### src/rtl/uart_rx_framed.sv
// Framed UART receiver: 5-9 data bits, optional parity, 1-2 stop bits, with a
// one-word holding register (valid/ready) that flags parity/framing errors and overruns.
module uart_rx_framed #(
  parameter int CLKS_PER_BIT = 217,
  parameter int DATA_BITS    = 8,
  parameter int PARITY       = 0,
  parameter int STOP_BITS    = 1
) (
  input  logic                 i_Clock,
  input  logic                 i_Rst_n,
  input  logic                 i_RX_Serial,
  input  logic                 i_RX_Ready,
  output logic                 o_RX_DV,
  output logic [DATA_BITS-1:0] o_RX_Byte,
  output logic                 o_Parity_Err,
  output logic                 o_Frame_Err,
  output logic                 o_Overrun,
  output logic                 o_RX_Busy
);
  localparam int CW = $clog2(CLKS_PER_BIT);
  localparam int IW = $clog2(DATA_BITS > STOP_BITS ? DATA_BITS : STOP_BITS);
  localparam logic [CW-1:0] HALF      = CW'((CLKS_PER_BIT - 1) / 2);
  localparam logic [CW-1:0] FULL      = CW'(CLKS_PER_BIT - 1);
  localparam logic [IW-1:0] LAST_DATA = IW'(DATA_BITS - 1);
  localparam logic [IW-1:0] LAST_STOP = IW'(STOP_BITS - 1);
  localparam logic          ODD       = (PARITY == 2);

  typedef enum logic [2:0] {
    S_IDLE, S_START, S_DATA, S_PARITY, S_STOP, S_WAIT_IDLE
  } state_t;

  state_t               state, state_nxt;
  logic                 rx_meta, rx_sync;
  logic [CW-1:0]        cnt, cnt_nxt;
  logic [IW-1:0]        idx, idx_nxt;
  logic [DATA_BITS-1:0] shift, shift_nxt;
  logic                 perr, perr_nxt;
  logic                 ferr, ferr_nxt;
  logic                 done, done_nxt;
  logic                 full;
  logic                 accept;

  assign full      = (cnt == FULL);
  assign o_RX_Busy = (state != S_IDLE);
  assign accept    = o_RX_DV & i_RX_Ready;

  always_ff @(posedge i_Clock or negedge i_Rst_n) begin
    if (!i_Rst_n) begin
      rx_meta <= 1'b1;
      rx_sync <= 1'b1;
      state   <= S_IDLE;
      cnt     <= '0;
      idx     <= '0;
      shift   <= '0;
      perr    <= 1'b0;
      ferr    <= 1'b0;
      done    <= 1'b0;
    end else begin
      rx_meta <= i_RX_Serial;
      rx_sync <= rx_meta;
      state   <= state_nxt;
      cnt     <= cnt_nxt;
      idx     <= idx_nxt;
      shift   <= shift_nxt;
      perr    <= perr_nxt;
      ferr    <= ferr_nxt;
      done    <= done_nxt;
    end
  end

  // idx counts data bits, then is reused to count stop bits.
  always_comb begin
    state_nxt = state;
    cnt_nxt   = cnt;
    idx_nxt   = idx;
    shift_nxt = shift;
    perr_nxt  = perr;
    ferr_nxt  = ferr;
    done_nxt  = 1'b0;
    case (state)
      S_IDLE: begin
        cnt_nxt = '0;
        idx_nxt = '0;
        if (!rx_sync) begin
          state_nxt = S_START;
          perr_nxt  = 1'b0;
          ferr_nxt  = 1'b0;
        end
      end
      S_START: begin
        if (cnt == HALF) begin
          cnt_nxt   = '0;
          state_nxt = rx_sync ? S_IDLE : S_DATA;
        end else begin
          cnt_nxt = cnt + 1'b1;
        end
      end
      S_DATA: begin
        if (full) begin
          cnt_nxt        = '0;
          shift_nxt[idx] = rx_sync;
          if (idx == LAST_DATA) begin
            idx_nxt   = '0;
            state_nxt = (PARITY != 0) ? S_PARITY : S_STOP;
          end else begin
            idx_nxt = idx + 1'b1;
          end
        end else begin
          cnt_nxt = cnt + 1'b1;
        end
      end
      S_PARITY: begin
        if (full) begin
          cnt_nxt   = '0;
          perr_nxt  = (^shift) ^ rx_sync ^ ODD;
          state_nxt = S_STOP;
        end else begin
          cnt_nxt = cnt + 1'b1;
        end
      end
      S_STOP: begin
        if (full) begin
          cnt_nxt = '0;
          if (!rx_sync) ferr_nxt = 1'b1;
          if (idx == LAST_STOP) begin
            idx_nxt   = '0;
            done_nxt  = 1'b1;
            // A low final stop bit may be a break; wait for the line to recover.
            state_nxt = rx_sync ? S_IDLE : S_WAIT_IDLE;
          end else begin
            idx_nxt = idx + 1'b1;
          end
        end else begin
          cnt_nxt = cnt + 1'b1;
        end
      end
      S_WAIT_IDLE: begin
        if (rx_sync) state_nxt = S_IDLE;
      end
      default: state_nxt = S_IDLE;
    endcase
  end

  // Holding register: a completed frame loads only if the slot is free or
  // being emptied this cycle; otherwise it is dropped and flagged.
  always_ff @(posedge i_Clock or negedge i_Rst_n) begin
    if (!i_Rst_n) begin
      o_RX_DV      <= 1'b0;
      o_RX_Byte    <= '0;
      o_Parity_Err <= 1'b0;
      o_Frame_Err  <= 1'b0;
      o_Overrun    <= 1'b0;
    end else if (done && (!o_RX_DV || accept)) begin
      o_RX_DV      <= 1'b1;
      o_RX_Byte    <= shift;
      o_Parity_Err <= perr;
      o_Frame_Err  <= ferr;
      o_Overrun    <= 1'b0;
    end else if (accept) begin
      o_RX_DV      <= 1'b0;
      o_Parity_Err <= 1'b0;
      o_Frame_Err  <= 1'b0;
      o_Overrun    <= 1'b0;
    end else if (done) begin
      o_Overrun <= 1'b1;
    end
  end
endmodule

### config.mk
export PLATFORM = sky130hd
export DESIGN_NAME = uart_rx_framed
export DESIGN_NICKNAME = d
export VERILOG_FILES = /design/src/rtl/uart_rx_framed.sv
export SDC_FILE = /design/constraint.sdc
export NUM_CORES = 1
export LEC_CHECK = 0
export ABC_AREA = 0
export BUFFER_PORTS_ARGS = -buffer_cell sky130_fd_sc_hd__buf_2
export CAP_MARGIN = 25
export CORE_ASPECT_RATIO = 1.25
export CORE_UTILIZATION = 35
export DETAILED_ROUTE_END_ITERATION = 6
export PLACE_DENSITY = 0.6
export SYNTH_ARGS = -nofsm -noshare
export SYNTH_HDL_FRONTEND = slang
export SYNTH_SLANG_ARGS = --single-unit
### constraint.sdc
create_clock -name i_Clock -period 4.86 [get_ports i_Clock]
set_input_delay 0.972 -clock i_Clock [delete_from_list [all_inputs] [get_ports i_Clock]]
set_output_delay 0.972 -clock i_Clock [all_outputs]
set_load 0.02 [all_outputs]
# ---- After elaboration in Yosys (flattened, before gate mapping)
# Index checks and enable logic that the tools add are counted.
dict set report word_totals {
  register_bits 39
  in_bits 4
  output_inout_bits 13
}
dict set report op_classes {
  addsub 2
  n_lt_le_gt_ge 2
  eq_ne 17
  mux 38
  bitwise_logic 2
  n_reduce_logical 20
}
# op count
set ops {}
lappend ops {{3-bit 2-to-1 mux} 13}
lappend ops {{8-bit case mux with 3 select lines} 1}
lappend ops {{2-bit != test, second input constant} 9}
lappend ops {{3-bit case mux with 6 select lines} 1}
lappend ops {{8-bit 2-to-1 mux} 2}
lappend ops {{1-bit 2-to-1 mux} 15}
lappend ops {{3-bit nonzero test} 4}
lappend ops {{3-bit == test, second input constant} 3}
lappend ops {{3-bit case mux with 3 select lines} 1}
lappend ops {{8-bit by 1-bit adder with 8-bit output, second input constant} 1}
lappend ops {{8-bit bitwise mux} 1}
lappend ops {{8-bit by 7-bit == test with 1-bit output, second input constant} 1}
lappend ops {{8-bit == test, second input constant} 1}
lappend ops {{8-bit AND reduction} 1}
lappend ops {{8-bit XOR reduction} 1}
lappend ops {{3-bit by 2-bit == test with 1-bit output, second input constant} 2}
lappend ops {{3-bit zero test} 2}
lappend ops {{3-bit AND reduction} 2}
lappend ops {{2-bit nonzero test} 3}
lappend ops {{3-bit by 4-bit less-than comparator with 1-bit output, second input constant} 1}
lappend ops {{1-bit case mux with 2 select lines} 2}
lappend ops {{4-bit AND reduction} 1}
lappend ops {{3-bit by 1-bit adder with 3-bit output, second input constant} 1}
lappend ops {{1-bit demux with 3-bit select} 1}
lappend ops {{other kinds (10)} 11}

# ---- Depth between registers and ports, before layout
dict set report depth {
  ltp_word 5
  mapped_depth 8
  depth_no_buf 7
}

# ---- Least setup slack after synthesis
# No wires, ideal clock.
dict set report synth_path {
  path_type {register to output}
  start {reg state[0]}
  end {out o_RX_Busy}
  t_arrival_ns 1.101
  required_time_ns 3.888
  slack_ns 2.787
  stages_incl_launch_ff 3
  cell_sequence {dfrtp_1 -> clkbuf_1 -> or3_1}
}
dict set report synth_via {
  elab_chain_cells 1
}
# item line_no
set synth_lines {}
lappend synth_lines {{start: declaration} 32} ;# state_t state, state_nxt;
lappend synth_lines {{start signal: assignment} 61} ;# state <= state_nxt;
lappend synth_lines {{3-bit nonzero test} 44} ;# assign o_RX_Busy = (state != S_IDLE);
lappend synth_lines {{end: declaration} 18} ;# output logic o_RX_Busy
# No other way between the ends.

# ---- Final worst setup path
# Same ends and word-level chain as after synthesis.

==> flow_results.org <==
** Timing
- Count of endpoints failing setup in the final report :: 0
- On the final layout, the worst clock skew is 0.006294 ns.
- Timing would allow up to 0.4013 GHz.
- Minimum setup slack in the final design :: 2.368 ns
- Number of endpoints with negative hold slack in the final report :: 0
- Dividing the final minimum period by the clock period gives 51.28%.
- Total negative setup slack :: 0 ns
- Final count of pins violating max slew :: 0
- For the pin with the worst max-slew slack, the measured transition is about 0.88 ns.
- For the finished layout, the period the worst path requires is 2.492 ns.
- Rel. slew slack :: 41.62%
- RSZ-0062 raised after global routing :: no

** Floorplanning
- Die height :: slightly below 90 µm
- Top-level port count :: 17
- The region available for standard cell placement spans 5480 µm².
- Initial cell density of the core :: between 30% and 40%
- Std-Cell Rows :: 30
- Overall die area :: 6076 µm²
- Measured along the x axis, the die boundary spans approximately 70 µm.

** Power and ir drop
- In this run the static leakage power is 1.015 nW.
- Part of the total power dissipated in combinational logic :: 1.3%
- Total power for the finished layout comes to roughly 650 µW.
- Internal power comes to around 530 µW.
- Pwr/cell area :: 286.7 nW/µm²
- Switching power :: 121.9 µW
- The clock network is responsible for 48.6% of the overall power.
- Sequential share of power :: 50.1%
- Worst VDD drop :: around 0.097 mV
- Net switching is 18.64% of the power.

** Yosys
- Post-Syn Instances :: 187
- Share of synthesized area occupied by flip-flops and latches :: 48.48%
- For this run, asynchronously set or reset flops after synthesis account for 100.0%.
- Number of synthesized flops with an enable pin :: 0
- Yosys mapped the design onto 47 distinct sky130hd cell types.
- In this run, synthesis produced a sequential element count of 39.
- Yosys printed 0 warnings.
- Prevailing post-synth register cell :: sky130_fd_sc_hd__dfrtp_1
- Counting every net in the synthesized netlist gives 196.
- Post-Syn Area per Cell :: 10.79 µm²
- Summed instance area of the synthesized netlist :: 2018 µm²

** Place
- Detail Placement HPWL :: 2.590 mm
- After detailed placement, the total cell area comes to 2150 µm².
- GP Congestion :: 0.8186
- Port bufs :: 16
- Prior to clock tree synthesis, the placed netlist has a worst setup slack of 2.661 ns.

** Flow run
- Maxcap violations :: 0

** Clock tree
- The H-tree was split into 2 levels.
- Clock net sink count :: 39
- CTS root buf :: sky130_fd_sc_hd__clkbuf_8
- After clock tree synthesis, the clock-pin slew on the worst setup and hold paths is 0.07 ns.
- At the later pin of the worst-skew pair, clock insertion delay measures 0.29 ns.
- Gates resized during post-CTS repair numbered 0.
- TritonCTS built the clock tree.
- Setup bufs post-CTS :: 0
- In this run, post-CTS hold repair placed 0 buffers.
- Number of buffers created by CTS :: 5
- Longest Clk Path Bufs :: 2

** GRT
- The first global-routing pass estimated 6.555 mm of wire.
- GRT busiest layer :: met2
- Leftover overflow at the end of global routing :: 0
- The via count of the first global-routing pass came to ~1,400.
- Pin count of the biggest net entering global routing :: 40
- Met2 Use GR :: between 20% and 30%
- Initial antenna violation count :: 0
- Global-route met3 utilization :: about 3.6%
- Global-route usage over all layers :: 13.78%
- In the global route stage, met1 resource usage came out at 16.78%.

** Final layout
- The number of antenna diodes in the final layout is 0.
- Synth-to-Final Area Change :: 13.08%
- Cells with a size suffix above 1 make up 24.51% of the layout.
- The final layout contains 212 nets.
- Final design area excluding fillers :: roughly 2300 µm²

** Detailed routing
- Count of unresolved DRC violations after routing :: 0
- The final route contains 1,448 vias.
- Ratio of routed vias to standard cells :: 5.403
- First-iteration detailed-routing DRC count :: 61
- Final routed wirelength across all metal layers :: 3.768 mm
- Dividing the detail-routed wire length by the instance count gives ~14 µm.
- Number of nets still failing antenna checks after routing :: 0
- Before antenna repair, the detailed router went through 4 iterations.

** Worst setup path
- Sequence of cells on the critical path :: or3_1 > buf_2
- STA classifies the critical path endpoint as a primary output.
- Critical path arrival :: 1.52 ns
- Of all nets on the critical path, the largest fanout is 16.
- The worst setup path is launched from a flip-flop.
- Reg-to-reg setup timing slack :: 2.65 ns
- Crit-path max cell delay :: 0.54 ns
- Critical-path cell with the highest stage delay :: sky130_fd_sc_hd__dfrtp_1
- Class of the most critical setup path :: flip-flop to primary output
- Data on the critical path is required at its endpoint by 3.89 ns.

** Worst hold path
- The path class of the tightest hold or removal check is flip-flop to flip-flop.

** Status
- Status :: finished, final reports clean
## Yosys cell counts, types with 2 or more instances
cell                        number  area, µm²
sky130_fd_sc_hd__and3_1          2      12.51
sky130_fd_sc_hd__mux2i_1         5      50.05
sky130_fd_sc_hd__a22o_1          2      17.52
sky130_fd_sc_hd__o21ai_0        11      55.05
sky130_fd_sc_hd__o31ai_1         3      22.52
sky130_fd_sc_hd__clkbuf_1        5      18.77
sky130_fd_sc_hd__dfstp_2         2      52.55
sky130_fd_sc_hd__nand2_1        13      48.80
sky130_fd_sc_hd__o2bb2ai_1       2      17.52
sky130_fd_sc_hd__nand3b_1        2      15.01
sky130_fd_sc_hd__dfrtp_1        37      925.9
sky130_fd_sc_hd__nor2_1          6      22.52
sky130_fd_sc_hd__nand2b_1        6      37.54
sky130_fd_sc_hd__nand3_1         7      35.03
sky130_fd_sc_hd__ha_1            5      62.56
sky130_fd_sc_hd__inv_1           7      26.28
sky130_fd_sc_hd__nor3_1          7      35.03
sky130_fd_sc_hd__xnor2_1         7      61.31
sky130_fd_sc_hd__mux2_2         16      180.2
sky130_fd_sc_hd__buf_2           2      10.01
sky130_fd_sc_hd__or2_2           2      12.51
sky130_fd_sc_hd__a21oi_1         5      25.02
sky130_fd_sc_hd__nor2b_1         5      31.28
sky130_fd_sc_hd__a32oi_1         2      17.52
sky130_fd_sc_hd__nor4_1          4      25.02
## through the flow
stage / hold slack, ns / util, % / instances
floorplan: 0.3452 / - / 187
global placement: 0.3481 / 39.22 / 260
detailed placement: 0.3472 / 39.22 / 260
CTS: 0.3577 / 41.64 / 268
global route: 0.3708 / 41.64 / 268
finish: 0.3578 / 41.64 / 268
## registers in the layout (all words and copies together), names as in the netlist
name and cells:
cnt 8, done 1, ferr 1, idx 3, o_Frame_Err 1, o_Overrun 1, o_Parity_Err 1, o_RX_Byte 8
o_RX_DV 1, perr 1, rx_meta 1, rx_sync 1, shift 8, state 3
## worst paths after layout
| kind | from | endpoint | cells past startpoint |
|---|---|---|---|
| setup / recovery | state[0] | o_RX_Busy | 2 |
| hold / removal | rx_meta | rx_sync | 0 |
| setup reg to reg | cnt[0] | shift[2] | 7 |
| hold reg to reg | rx_meta | rx_sync | 0 |
| max in group asynchronous | i_Rst_n | o_RX_Byte[2] | 1 |
| min in group asynchronous | i_Rst_n | idx[0] | 1 |
## layout by cell type, fill, tap and decap left out, drive strengths merged, types with 3 or more instances in the layout
master,instances
a21oi,5
buf,16
clkbuf,6
dfrtp,37
ha,5
inv,7
mux2,16
mux2i,5
nand2,14
nand2b,6
nand3,7
nor2,6
nor2b,5
nor3,7
nor4,4
o21ai,12
o31ai,3
xnor2,7
## cells by family after synthesis
family,share of synthesized area (%)
xor+xnor,3.038
simple gates,18.54
buf+inv,2.728
fa+ha+maj,3.100
mux,11.41
flops,48.48
compound gates,12.71
## power groups by stage
stage | clock [mW] | sequential [mW] | combinational (mW)
2_1_floorplan | 0 | 0.333 | 0.00159
3_3_place_gp | 0 | 0.334 | 0.00930
3_5_place_dp | 0 | 0.334 | 0.00929
4_1_cts | 0.326 | 0.328 | 0.00929
5_1_grt | 0.339 | 0.328 | 0.0105
6_report | 0.318 | 0.328 | 0.00858
## routing by layer
metal / vias up / share of wire [%]
li1: 713 / -
met1: 705 / 46
met2: 22 / 49
met3: 8 / 2.8
met4: 0 / 2.3
met5: - / 0
## critical path: cells and delay by family (launching register included)
kind / cells / cell delay, ns
flip-flops: 1 / 0.54
AND/OR/NAND/NOR: 1 / 0.50
buffers and inverters: 1 / 0.19
## final cells by class
type | instances | area (µm²)
clock inverters | 2 | 60.06
well taps | 64 | 80.08
flip-flops and latches | 39 | 978.4
repair buffers | 16 | 80.08
multi-input cells | 134 | 984.7
inverters | 7 | 26.28
fillers | 531 | 3198
clock buffers | 6 | 72.57
No activity file was read; power rests on OpenSTA's default activity.
